### src/rtl/logical_shift.sv
// logical_shift: registered 8-bit logical shifter (ALU shift unit), zero fill both directions
// Ports:
//   RESULT      out 8  registered shift result
//   DATA        in  8  operand
//   SHIFT       in  8  unsigned shift amount; 8 and above yields zero
//   SHIFTsignal in  1  0 = left, 1 = right
//   CLK         in  1  rising-edge clock
//   RESET       in  1  asynchronous active-low reset
module logical_shift (
  output logic [7:0] RESULT,
  input  logic [7:0] DATA,
  input  logic [7:0] SHIFT,
  input  logic       SHIFTsignal,
  input  logic       CLK,
  input  logic       RESET
);
  logic [7:0] din, s1, s2, s4, dout, nxt;
  // Right shifts reuse the left-shift barrel by bit-reversing operand and result
  for (genvar i = 0; i < 8; i++) begin : g_rev
    assign din[i]  = SHIFTsignal ? DATA[7-i] : DATA[i];
    assign dout[i] = SHIFTsignal ? s4[7-i] : s4[i];
  end
  always_comb begin
    s1  = SHIFT[0] ? {din[6:0], 1'b0} : din;
    s2  = SHIFT[1] ? {s1[5:0], 2'b0} : s1;
    s4  = SHIFT[2] ? {s2[3:0], 4'b0} : s2;
    // Amounts of 8 or more must clear the result, not wrap modulo 8
    nxt = |SHIFT[7:3] ? 8'h00 : dout;
  end
  always_ff @(posedge CLK or negedge RESET)
    if (!RESET) RESULT <= 8'h00;
    else RESULT <= nxt;
endmodule

### config.mk
export PLATFORM = sky130hd
export DESIGN_NAME = logical_shift
export DESIGN_NICKNAME = d
export VERILOG_FILES = /design/src/rtl/logical_shift.sv
export SDC_FILE = /design/constraint.sdc
export NUM_CORES = 1
export LEC_CHECK = 0
export ABC_AREA = 1
export ABC_CLOCK_PERIOD_IN_PS = 800
export CORE_MARGIN = 2
export CORE_UTILIZATION = 30
export CTS_CLUSTER_DIAMETER = 150
export DETAILED_ROUTE_END_ITERATION = 16
export SYNTH_ARGS = -nofsm -noshare
export SYNTH_HDL_FRONTEND = slang
export SYNTH_SLANG_ARGS = --single-unit
### constraint.sdc
create_clock -name CLK -period 0.8 [get_ports CLK]
set_clock_uncertainty 0.2 [all_clocks]
set_input_delay 0.24 -clock CLK [delete_from_list [all_inputs] [get_ports CLK]]
set_output_delay 0.24 -clock CLK [all_outputs]
set_load 0.03 [all_outputs]
==> impl_metrics.toml, run 1 <==
[outcome]
status = "finished with violations"
violations = "setup timing"

[timing]
period_needed_ns = 1.24
slew_headroom_pct = 84.9
period_share_pct = 155
tightest_slew_ns = 0.226
slew_violations = 0
setup_viol = 16
fmaxAchievable_mhz = 809
rsz0062_at_grt = "yes"
finalHoldViolCount = 0
final.setup.tns_ns = -6.24
fin_ws_ns = -0.437

[placed_design]
portBuffers = 26
gp_congestion = 0.864
dp.cells = 171
place_hpwl_um = 1520
placed_cell_area_mm2 = 0.00109

[cells_and_area]
mostFrequentLayoutCell = "nand2_1"
fin_cells = 180
syn_to_final_growth_pct = 102
final_nets = 170
final_cell_mix = "22 x nand2_1, 19 x nand3_2, 13 x nand2_2, 11 x buf_6"
top_register = "RESULT"
design_area_mm2 = 0.00150
largest_register_ffs = 8
num_antenna_cells = 0
reg_top3 = "RESULT x8"
drive_gt1_share_pct = 69.3

[route]
drt-met1-wl_um = 1050
ant_nets = 0
vias = 928
wl_um = 2520
drt_iter0_markers = 15
wire_per_inst_um = 14.0
routed_via_density = 5.16
drc = 0
wl_met3_um = 104
top_layer_used = "met3"
dr.pass1.iters = 4
wl_met2_um = 1370

[pwr]
power.leakage_nw = 0.677
vdd_drop_max_mv = 0.556
power_density_mw_per_mm2 = 932

[floorplan]
ioPinCount = 27
dieWidth_um = 53.8
die_y_um = 53.8
rows = 18
core-area_mm2 = 0.00241
initial_utilization_pct = 30.9
dieArea_mm2 = 0.00290

[global_route]
grt_pass1_vias = 879
grt_pass1_wl_um = 4190
antenna_found_initial = 0
grt_overflow_total = 0
grt_max_degree = 9
grt_usage_pct = 19.7

[logic_synthesis]
postSynthAreaPerCell_um2 = 6.71
yosys_warnings = 0
syn-cell-area_um2 = 744
synth_fp_nets = 130
synth-seq-cells = 8
synth_cell_type_count = 19
ys_seq_area_share_pct = 26.9
syn_inst = 111

[clock_tree]
cts.sinks = 8
clock-root-buffer = "clkbuf_4"
cts_made_buffers = 3
cts_max_level = 1
cts_tree = "built"
cts_hold_buffers = 0
clk_pin_slew_ns = 0.06
cts.path.max_buffers = 2

[setup_path]
critPathMaxStageDelay_ns = 0.40
worstPathArrival_ns = 0.80
critPathKind = "reg2out"
critPathCaptureType = "primary output"
worst-path-max-fanout = 1
cp_top_family = "flip-flops"
worstPathCellList = "buf_6"
cp_slowest_cell = "dfrtp_2"
path_buf_inv = 1
cp-start-kind = "flip-flop"
required_ns = 0.36

[worst_hold_path]
hold_path.class = "in2async"

[flow_run]
max_cap_violations = 0
[worst max-delay path by stage]
stage	from	endpoint	slack [ns]	depth (start not counted)
after floorplan	SHIFTsignal	RESULT[0]	-0.41	9
after global placement	SHIFTsignal	RESULT[3]	-1.02	11
after detailed placement	SHIFTsignal	RESULT[3]	-1.04	11
after CTS	RESULT[5]	RESULT[5]	-0.44	1
after global routing	SHIFTsignal	RESULT[0]	-0.47	11
final	RESULT[2]	RESULT[2]	-0.44	1
[layout make-up]
cell class                      count  area (µm²)
Multi-Input combinational cell     94         769
Tap cell                           30        37.5
Timing Repair inverter              2        15.0
Inverter                            4        41.3
Clock buffer                        4        26.3
Fill cell                         190         910
Sequential cell                     8         208
Timing Repair Buffer               38         403
[synth_stat cells]
cell type / count / area share, %
nor3b_4: 1 / 2.5
inv_1: 1 / 0.50
nand3_1: 27 / 18
inv_4: 1 / 0.84
nor2_2: 1 / 0.84
nor2_1: 6 / 3.0
nand3_2: 5 / 6.7
buf_12: 1 / 2.7
buf_6: 2 / 3.0
a21oi_1: 6 / 4.0
nor3_1: 1 / 0.67
nand2_1: 39 / 20
nand2_2: 7 / 5.9
inv_8: 1 / 1.5
dfrtp_1: 8 / 27
buf_4: 1 / 1.0
buf_2: 1 / 0.67
nand4_1: 1 / 0.84
inv_2: 1 / 0.50
[stage by stage]
stage / hold slack [ns] / power [mW] / utilization, % / setup slack [ns]
2_1_floorplan: -0.256 / 0.688 / - / -0.407
3_3_place_gp: 0.371 / 0.859 / 45.2 / -1.02
3_5_place_dp: 0.374 / 0.862 / 45.2 / -1.04
4_1_cts: 0.102 / 1.37 / 60.7 / -0.445
5_1_grt: 0.0923 / 1.49 / 62.3 / -0.466
6_report: 0.0985 / 1.40 / 62.3 / -0.437
[where the power goes]
part           switching [mW]  internal [mW]  leakage (nW)  total (mW)
Clock                   0.144          0.191        0.0150       0.335
Sequential            0.00183          0.409         0.101       0.411
Combinational           0.376          0.276         0.561       0.652
[routing by layer]
metal  vias to the layer above  GRT usage (%)
met2                        28           35.2
li1                        452              -
met3                         0           3.33
met4                         0           5.13
met5                         -              0
met1                       448           24.2
[logic make-up (layout without fill, tap and decap cells)]
family | after synthesis | after routing | share of synthesized area (%)
AO/OA/AOI/OAI | 6 | 6 | 4.03
buffers and inverters | 9 | 48 | 10.8
flip-flops | 8 | 8 | 26.9
AND/OR/NAND/NOR | 88 | 88 | 58.3
[repair_timing]
item                                    CTS  global route
hold endpoints to repair                  0             0
gates resized for setup                 113            12
pin swaps                                32             5
setup buffers                             1             0
gates cloned                              4             0
endpoints found under the setup margin   16            16
Power figures use the tool's default switching activity.
==> run 2: changes to the inputs <==
--- a/config.mk
+++ b/config.mk
@@ -8,9 +8,10 @@
 export ABC_AREA = 1
 export ABC_CLOCK_PERIOD_IN_PS = 800
 export CORE_MARGIN = 2
-export CORE_UTILIZATION = 30
+export CORE_UTILIZATION = 33
 export CTS_CLUSTER_DIAMETER = 150
 export DETAILED_ROUTE_END_ITERATION = 16
+export PLACE_DENSITY = 0.7
 export SYNTH_ARGS = -nofsm -noshare
 export SYNTH_HDL_FRONTEND = slang
 export SYNTH_SLANG_ARGS = --single-unit
==> run 2 against run 1 <==
  * The run still ends with setup timing left
  * Final cell count is 1.7% lower
  * Sequential power hardly changed
  * Setup slack worse by 0.0035 ns
  * Cell area is 1.8% higher
  * Combinational power is 7.4% higher
  * Critical path type is now in2reg
  * Critical endpoint is now RESULT[2]
==> impl_metrics.toml, run 2 (synthesis results as in run 1) <==
[setup_path]
critPathMaxStageDelay_ns = 0.16
cp_top_family = "simple AND/OR/NAND/NOR gates"
critPathCaptureType = "flip-flop"
critPathKind = "in2reg"
worst_path_most_repeated_cell = "nand3_2"
worstPathArrival_ns = 1.19
cp-start-kind = "input port"
worstPathCellList = "buf_8 -> buf_12 -> clkinv_16 -> nand2_8 -> nand3_4 -> nand3_2 -> nand3_2 -> a21oi_2 -> nor2_1"
cp_slowest_cell = "buf_12"
path_buf_inv = 3
worst-path-max-fanout = 6
critPathLaunch = "SHIFTsignal"
required_ns = 0.75

[global_route]
grt_overflow_total = 0
grt_max_degree = 9
antenna_found_initial = 0
grt_pass1_wl_um = 4080
grt_pass1_vias = 949
grt_usage_pct = 20.5

[timing]
rsz0062_at_grt = "yes"
slew_violations = 0
setup_viol = 16
period_share_pct = 155
fin_ws_ns = -0.440
tightest_slew_ns = 0.229
period_needed_ns = 1.24
finalHoldViolCount = 0
slew_headroom_pct = 84.7
fmaxAchievable_mhz = 806

[cells_and_area]
fin_cells = 177
reg_top3 = "RESULT x8"
mostFrequentLayoutCell = "nand2_2"
final_cell_mix = "23 x nand2_2, 12 x nand3_1, 12 x nand2_1, 11 x buf_6"
multi_input_area_um2 = 827
top_register = "RESULT"
num_antenna_cells = 0
ff_latch_area_um2 = 208
fillCellCount = 158
syn_to_final_growth_pct = 105
largest_register_ffs = 8
final_nets = 169
drive_gt1_share_pct = 73.2

[route]
wire_per_inst_um = 16.9
drt_iter0_markers = 14
wl_um = 3000
vias = 1000
routed_via_density = 5.65
drc = 0
dr.pass1.iters = 4
ant_nets = 0

[clock_tree]
cts.path.max_buffers = 2
cts_made_buffers = 3
clk_pin_slew_ns = 0.06
clock-root-buffer = "clkbuf_4"
cts_tree = "built"
cts_max_level = 1
cts.sinks = 8

[pwr]
power_density_mw_per_mm2 = 948
power.leakage_nw = 0.662
design_power_total_mw = 1.45
vdd_drop_max_mv = 0.588

[outcome]
violations = "setup timing"
status = "finished with violations"

[floorplan]
dieArea_mm2 = 0.00265
dieWidth_um = 51.5
rows = 17
initial_utilization_pct = 34.3
ioPinCount = 27
core-area_mm2 = 0.00217
die_y_um = 51.5

[worst_hold_path]
hold_path.class = "in2async"

[placed_design]
portBuffers = 26
dp.cells = 168
place_hpwl_um = 1500
gp_congestion = 0.922

[flow_run]
max_cap_violations = 0
==> run 2: power by group <==
group	total (mW)	leakage (nW)	switching [mW]	internal, mW
Combinational	0.700	0.546	0.424	0.276
Sequential	0.411	0.101	0.00188	0.409
Clock	0.337	0.0150	0.145	0.191
Total	1.45	0.662	0.571	0.876
==> run 2: cell type report <==
type	instances	area share, %
repair buffers	37	24.0
flip-flops and latches	8	13.6
inverters	4	3.20
clock buffers	4	1.72
repair inverters	2	0.984
multi-input cells	94	54.2
well taps	28	2.30
==> run 2: worst paths after layout <==
path / end / slack, ns / cells past startpoint
worst max-delay path: RESULT[2] / -0.44 / 9
max in group asynchronous: RESULT[6] / 0.20 / 2
min in group CLK: RESULT[1] / 0.28 / 4
worst min-delay path: RESULT[3] / 0.06 / 2
==> run 2: stage by stage <==
| stage | hold slack, ns | TNS, ns | utilization (%) | cell area (µm²) | setup slack (ns) |
|---|---|---|---|---|---|
| 6_report | 0.0579 | -6.61 | 70.4 | 1530 | -0.440 |
| 2_1_floorplan | -0.256 | -3.91 | - | 787 | -0.407 |
| 4_1_cts | 0.0626 | -6.01 | 62.9 | 1370 | -0.440 |
| 3_5_place_dp | 0.335 | -9.91 | 49.2 | 1070 | -1.04 |
| 5_1_grt | 0.0646 | -7.13 | 70.4 | 1530 | -0.479 |
| 3_3_place_gp | 0.330 | -9.74 | 49.2 | 1070 | -1.02 |
==> run 2: what timing repair did <==
item,in CTS,in global routing
pin swaps,33,15
hold buffers,0,0
endpoints found under the setup margin,16,16
gates resized for setup,96,39
gates cloned,4,0
buffers inserted,1,0
endpoints found under the hold margin,0,0
==> run 2: per-layer routing <==
layer | global-route usage (%) | wire [µm] | vias up
li1 | - | - | 447
met1 | 22.5 | 1030 | 480
met2 | 36.5 | 1630 | 53
met3 | 4.60 | 169 | 20
met4 | 10.5 | 173 | 0
met5 | 0 | 0 | -
